$ cat config.mk
export PLATFORM = sky130hd
export DESIGN_NAME = gc_response_rx_flat
export DESIGN_NICKNAME = d
export VERILOG_FILES = /design/src/rtl/gc_pkg.sv /design/src/rtl/gc_response_rx_if.sv /design/src/rtl/gc_line_sync.sv /design/src/rtl/gc_response_rx.sv /design/src/flat_wrapper.sv
export SDC_FILE = /design/constraint.sdc
export NUM_CORES = 1
export LEC_CHECK = 0
export ABC_CLOCK_PERIOD_IN_PS = 2800
export BUFFER_PORTS_ARGS = -buffer_cell sky130_fd_sc_hd__buf_4
export CORE_MARGIN = 5
export CORE_UTILIZATION = 55
export CTS_CLUSTER_SIZE = 25
export DETAILED_ROUTE_END_ITERATION = 6
export PLACE_DENSITY = 0.82
export SKIP_LAST_GASP = 1
export SYNTH_ARGS = -nofsm -noshare
export SYNTH_HDL_FRONTEND = slang
export SYNTH_SLANG_ARGS = --single-unit
$ cat constraint.sdc
create_clock -name PCLK -period 2.8 [get_ports PCLK]
set_input_delay 0.14 -clock PCLK [delete_from_list [all_inputs] [get_ports PCLK]]
set_output_delay 0.14 -clock PCLK [all_outputs]
set_load 0.005 [all_outputs]
$ cat src/rtl/gc_pkg.sv
// gc_pkg: timing constants, FSM states and frame field positions shared by the
// GameCube controller poll generator and response receiver.
package gc_pkg;

    localparam int CLK_PER_US = 100;
    localparam int THRESH     = 2 * CLK_PER_US;
    localparam int TIMEOUT    = 5 * CLK_PER_US;
    localparam int FRAME_BITS = 64;

    // MSB index of each field within the 64-bit reply, first bit received = 63
    localparam int BUTTONS_MSB  = 63;
    localparam int STICK_X_MSB  = 47;
    localparam int STICK_Y_MSB  = 39;
    localparam int CSTICK_X_MSB = 31;
    localparam int CSTICK_Y_MSB = 23;
    localparam int TRIG_L_MSB   = 15;
    localparam int TRIG_R_MSB   = 7;

    typedef enum logic [2:0] {IDLE, ARMED, LOW, HIGH, HOLD} state_t;

endpackage

$ cat src/rtl/gc_response_rx_if.sv
// gc_response_rx_if: response window control, data line and decoded reply fields.
interface gc_response_rx_if;

    logic        read;
    logic        data_in;
    logic [15:0] buttons;
    logic [7:0]  stick_x;
    logic [7:0]  stick_y;
    logic [7:0]  cstick_x;
    logic [7:0]  cstick_y;
    logic [7:0]  trig_l;
    logic [7:0]  trig_r;
    logic        frame_valid;
    logic        frame_error;

    modport master (
        output read, data_in,
        input  buttons, stick_x, stick_y, cstick_x, cstick_y, trig_l, trig_r,
        input  frame_valid, frame_error
    );

    modport slave (
        input  read, data_in,
        output buttons, stick_x, stick_y, cstick_x, cstick_y, trig_l, trig_r,
        output frame_valid, frame_error
    );

endinterface

$ cat src/rtl/gc_line_sync.sv
// gc_line_sync: two-flop synchronizer plus history flop for the idle-high data line,
// producing the conditioned level and single-cycle fall/rise strobes.
module gc_line_sync (
    input  logic PCLK,
    input  logic PRESETn,
    input  logic pin,
    output logic line,
    output logic fall,
    output logic rise
);

    logic [2:0] sh;

    always_ff @(posedge PCLK)
        sh <= !PRESETn ? 3'b111 : {sh[1:0], pin};

    assign line = sh[1];
    assign fall = sh[2] & ~sh[1];
    assign rise = ~sh[2] & sh[1];

endmodule

$ cat src/rtl/gc_response_rx.sv
// gc_response_rx: times low pulses on the controller line during a response window
// and publishes a well-formed 64-bit reply as button, stick and trigger fields.
import gc_pkg::*;

module gc_response_rx #(
    parameter int CLK_PER_US = gc_pkg::CLK_PER_US,
    parameter int THRESH     = 2 * CLK_PER_US,
    parameter int TIMEOUT    = 5 * CLK_PER_US
) (
    input logic             PCLK,
    input logic             PRESETn,
    gc_response_rx_if.slave bus
);

    localparam logic [9:0] THR = 10'(THRESH);
    localparam logic [9:0] TO  = 10'(TIMEOUT);

    state_t      state, state_n;
    logic [9:0]  low_cnt, low_n, high_cnt, high_n;
    logic [6:0]  bits, bits_n;
    logic [63:0] frame, frame_n;
    logic        valid_n, error_n, line, fall, rise, bit_val;

    gc_line_sync u_sync (
        .PCLK    (PCLK),
        .PRESETn (PRESETn),
        .pin     (bus.data_in),
        .line    (line),
        .fall    (fall),
        .rise    (rise)
    );

    assign bit_val = low_cnt < THR;

    always_comb begin
        state_n = state;
        low_n   = low_cnt;
        high_n  = high_cnt;
        bits_n  = bits;
        frame_n = frame;
        valid_n = 1'b0;
        error_n = 1'b0;
        if (!bus.read && state != IDLE && state != HOLD) begin
            state_n = IDLE;
            error_n = bits != 7'd0;
        end else begin
            unique case (state)
                IDLE: begin
                    low_n   = '0;
                    high_n  = '0;
                    bits_n  = '0;
                    state_n = bus.read ? ARMED : IDLE;
                end
                // high_cnt marks that the line was seen high in this window, so a
                // poll tail still low when the window opens cannot start a frame
                ARMED: begin
                    high_n = {9'd0, line};
                    if (fall && high_cnt != '0) begin
                        state_n = LOW;
                        low_n   = 10'd1;
                    end
                end
                LOW: begin
                    low_n = low_cnt == '1 ? low_cnt : low_cnt + 10'd1;
                    if (low_cnt >= TO) begin
                        error_n = 1'b1;
                        state_n = HOLD;
                    end else if (rise) begin
                        high_n = 10'd1;
                        if (bits == 7'd64) begin
                            valid_n = bit_val;
                            error_n = !bit_val;
                            state_n = HOLD;
                        end else begin
                            frame_n = {frame[62:0], bit_val};
                            bits_n  = bits + 7'd1;
                            state_n = HIGH;
                        end
                    end
                end
                HIGH: begin
                    high_n = high_cnt == '1 ? high_cnt : high_cnt + 10'd1;
                    if (high_cnt >= TO) begin
                        error_n = 1'b1;
                        state_n = HOLD;
                    end else if (fall) begin
                        low_n   = 10'd1;
                        state_n = LOW;
                    end
                end
                HOLD: state_n = bus.read ? HOLD : IDLE;
                default: state_n = IDLE;
            endcase
        end
    end

    always_ff @(posedge PCLK) begin
        if (!PRESETn) begin
            state           <= IDLE;
            low_cnt         <= '0;
            high_cnt        <= '0;
            bits            <= '0;
            frame           <= '0;
            bus.frame_valid <= 1'b0;
            bus.frame_error <= 1'b0;
            bus.buttons     <= '0;
            bus.stick_x     <= '0;
            bus.stick_y     <= '0;
            bus.cstick_x    <= '0;
            bus.cstick_y    <= '0;
            bus.trig_l      <= '0;
            bus.trig_r      <= '0;
        end else begin
            state           <= state_n;
            low_cnt         <= low_n;
            high_cnt        <= high_n;
            bits            <= bits_n;
            frame           <= frame_n;
            bus.frame_valid <= valid_n;
            bus.frame_error <= error_n;
            if (valid_n) begin
                bus.buttons  <= frame[BUTTONS_MSB  -: 16];
                bus.stick_x  <= frame[STICK_X_MSB  -: 8];
                bus.stick_y  <= frame[STICK_Y_MSB  -: 8];
                bus.cstick_x <= frame[CSTICK_X_MSB -: 8];
                bus.cstick_y <= frame[CSTICK_Y_MSB -: 8];
                bus.trig_l   <= frame[TRIG_L_MSB   -: 8];
                bus.trig_r   <= frame[TRIG_R_MSB   -: 8];
            end
        end
    end

endmodule

$ cat src/flat_wrapper.sv
// flat-port wrapper written by rule: the top's interface ports become plain ports
module gc_response_rx_flat 
#(
    parameter int CLK_PER_US = gc_pkg::CLK_PER_US,
    parameter int THRESH     = 2 * CLK_PER_US,
    parameter int TIMEOUT    = 5 * CLK_PER_US
)
  (PCLK, PRESETn, bus_read, bus_data_in, bus_buttons, bus_stick_x, bus_stick_y, bus_cstick_x, bus_cstick_y, bus_trig_l, bus_trig_r, bus_frame_valid, bus_frame_error);
  gc_response_rx_if bus_i ();
  input logic PCLK;
  input logic PRESETn;
  input wire logic [$bits(bus_i.read)-1:0] bus_read;
  input wire logic [$bits(bus_i.data_in)-1:0] bus_data_in;
  output wire logic [$bits(bus_i.buttons)-1:0] bus_buttons;
  output wire logic [$bits(bus_i.stick_x)-1:0] bus_stick_x;
  output wire logic [$bits(bus_i.stick_y)-1:0] bus_stick_y;
  output wire logic [$bits(bus_i.cstick_x)-1:0] bus_cstick_x;
  output wire logic [$bits(bus_i.cstick_y)-1:0] bus_cstick_y;
  output wire logic [$bits(bus_i.trig_l)-1:0] bus_trig_l;
  output wire logic [$bits(bus_i.trig_r)-1:0] bus_trig_r;
  output wire logic [$bits(bus_i.frame_valid)-1:0] bus_frame_valid;
  output wire logic [$bits(bus_i.frame_error)-1:0] bus_frame_error;
  assign bus_i.read = bus_read;
  assign bus_i.data_in = bus_data_in;
  assign bus_buttons = bus_i.buttons;
  assign bus_stick_x = bus_i.stick_x;
  assign bus_stick_y = bus_i.stick_y;
  assign bus_cstick_x = bus_i.cstick_x;
  assign bus_cstick_y = bus_i.cstick_y;
  assign bus_trig_l = bus_i.trig_l;
  assign bus_trig_r = bus_i.trig_r;
  assign bus_frame_valid = bus_i.frame_valid;
  assign bus_frame_error = bus_i.frame_error;
  gc_response_rx #(.CLK_PER_US(CLK_PER_US), .THRESH(THRESH), .TIMEOUT(TIMEOUT)) u_core (.PCLK(PCLK), .PRESETn(PRESETn), .bus(bus_i));
endmodule
==> results.toml <==
[global_route]
grt_pass1_wl_um = 23740
grt_max_degree = 77
antenna_found_initial = 0
overflow = 0
grt_use_total = 0.2030
grt_pass1_vias = 5094

[pwr]
ir_worst_vdd_mv = 0.6014
p_per_area_mw_per_mm2 = 676.7
cellLeakagePower_nw = 3.285

[worst_setup_path]
startpoint_type = "flip-flop"
crit_fanout = 20
crit_arrival_ns = 2.77
required_ns = 3.16
cp-end-kind = "flip-flop"
path_class = "flip-flop to flip-flop"

[synth]
synth_cells = 746
avgSynthCellArea_sq_um = 8.639
ys_seq_area_frac = 0.5063
ys_ff_latch = 163
yosysUniqueCellTypes = 50
ys.warnings.count = 0
synth_edf_count = 0
syn-cell-area_sq_mm = 0.006445
synthFlopType = "dfxtp_1"
synth-async-reset-ratio = 0
synth_fp_nets = 756

[clocking]
cts-htree-levels = 4
post_cts_buffers = 0
cts_hold_buf = 1
cts.sinks = 163
cts_tree = "yes"
clk_latency_ns = 0.43
clk_path_buf_depth = 2
cts_resized = 0
cts_made_buffers = 17
path_clk_slew_ns = 0.06
root_buffer = "clkbuf_16"

[route]
vias_per_cell = 5.612
drcViolationCount = 0
post_drt_wl_per_cell_um = 14.69
first_pass_iters = 5
ant_nets = 0
drtIter0Drc = 492
vias = 5365
drt-total-wl_um = 14040

[cells_and_area]
syn2layout_area_growth_pct = 19.45
fin_cells = 956
fin_util = 0.6714
diodes = 0
nFillCells = 877
fin_nets = 810
drive_gt1_frac = 0.1538

[sta]
fmax_ghz = 0.4139
min_period_over_period = 0.8629
fin_skew_ns = 0.005280
fin_crit_ns = 2.416
rsz0062_at_grt = "no"
drv_slew = 0
final-hold-violation-count = 0
worst_pin_slew_ns = 0.7371
fin_tns_setup_ns = 0
setup_viol = 0
slew_headroom = 0.5086

[floorplan]
rows = 39
ios = 70
die_h_um = 118.3
die_area_sq_mm = 0.01398
core_sq_mm = 0.01147
fp.dieW_um = 118.3
initial_core_util = 0.5620

[placement]
hpwl_um = 8992
dpl.cell_count = 923
port_buffers = 69
gp_congestion = 0.8494

[min_path]
min_path_type = "primary input to flip-flop"

[job]
maxCapViolCount = 0

[status]
outcome = "complete, no violations"
-- path summary, 6_finish.rpt --
path                                                      from                              end  slack (ns)  cells after the start
worst min-delay path                                   PRESETn   u_core.u_sync.sh[0]$_SDFF_PN1_        0.03                      2
worst max register to register  u_core.low_cnt[3]$_SDFFE_PN0P_  u_core.high_cnt[9]$_SDFFE_PN0P_        0.38                      5
worst min register to register  u_core.u_sync.sh[0]$_SDFF_PN1_   u_core.u_sync.sh[1]$_SDFF_PN1_        0.41                      1
worst max-delay path            u_core.low_cnt[3]$_SDFFE_PN0P_  u_core.high_cnt[9]$_SDFFE_PN0P_        0.38                      5
-- worst max-delay path: stages (launching register included) --
cell and delay, ns:
dfxtp_1 0.37, o21a_1 0.21, a2111o_1 0.53, a211o_1 0.53, or4_1 0.53, a21oi_1 0.16
-- cell families (layout without fill, tap and decap cells) --
group / after synthesis / after routing / share of synthesized area
buf+inv: 61 / 128 / 0.03766
mux: 71 / 71 / 0.1105
xor+xnor: 4 / 4 / 0.005435
flops: 163 / 163 / 0.5063
simple gates: 311 / 311 / 0.2126
compound gates: 130 / 130 / 0.1159
fa+ha+maj: 6 / 6 / 0.01165
-- stage by stage --
stage	total power, mW	hold WS (ns)	setup slack, ns	cell area (sq um)
CTS	5.234	0.01763	0.4114	7699
floorplan	2.776	0.2415	0.7357	6445
global placement	2.871	0.3220	0.4812	7081
global route	5.406	0.03350	0.2597	7699
detailed placement	2.890	0.3262	0.4339	7081
finish	5.210	0.03181	0.3839	7699
-- layout make-up --
type / instances / area [sq um] / area share
Clock inverter: 15 / 182.7 / 0.02373
Clock buffer: 17 / 425.4 / 0.05526
Multi-Input combinational cell: 522 / 2958 / 0.3842
Timing Repair Buffer: 80 / 628.1 / 0.08159
Tap cell: 143 / 178.9 / 0.02324
Sequential cell: 163 / 3263 / 0.4239
Inverter: 16 / 62.56 / 0.008126
-- metal layers --
metal | up-vias | GRT usage | wire length [um]
li1 | 2651 | - | -
met4 | 0 | 0.09247 | 347
met2 | 187 | 0.3344 | 6889
met1 | 2495 | 0.2467 | 5961
met3 | 32 | 0.05683 | 841
met5 | - | 0 | 0
-- synth_stat cells (3+ instances only) --
cell type	instances	area [sq um]
ha_1	6	75.07
nand2b_1	6	37.54
buf_2	7	35.03
o31ai_1	4	30.03
or3_1	10	62.56
nand2_1	152	570.6
a21oi_1	86	430.4
nor2b_1	3	18.77
o21ai_0	13	65.06
mux2i_1	70	700.7
dfxtp_1	163	3263
nand3_1	13	65.06
o311ai_0	5	43.79
nor3b_1	3	22.52
nor3_1	9	45.04
and3_1	5	31.28
nand4_1	11	68.82
clkbuf_1	36	135.1
xnor2_1	4	35.03
a31oi_1	5	31.28
or2_2	5	31.28
inv_1	15	56.30
or4_1	3	22.52
nor2_1	79	296.5
and2_1	3	18.77
-- layout by cell type (no fill, tap or decap), types with 6 or more instances in the layout --
cell and n:
dfxtp_1 163, nand2_1 152, a21oi_1 86, nor2_1 79
buf_4 77, mux2i_1 70, clkbuf_16 17, inv_1 15
o21ai_0 13, nand3_1 11, nand4_1 11, or3_1 10
nor3_1 9, nand2b_1 6, ha_1 6, clkinvlp_4 6
-- flip-flops by register name, indices dropped and copies added, names as in the netlist --
register and cells:
u_core.bus.trig_r 8, u_core.bus.stick_y 8, u_core.bus.cstick_y 8, u_core.bus.buttons 16, u_core.bus.cstick_x 8, u_core.high_cnt 10
u_core.bus.stick_x 8, u_core.bus.frame_error 1, u_core.state 3, u_core.u_sync.sh 3, u_core.bus.trig_l 8, u_core.bus.frame_valid 1
u_core.bits 7, u_core.low_cnt 10, u_core.frame 64
-- where the power goes --
| part | internal, mW | switching (mW) | leakage (nW) |
|---|---|---|---|
| clock network | 1.41 | 0.952 | 0.279 |
| registers | 2.35 | 0.0623 | 1.31 |
| logic | 0.156 | 0.282 | 1.69 |
Power figures use the tool's default switching activity.
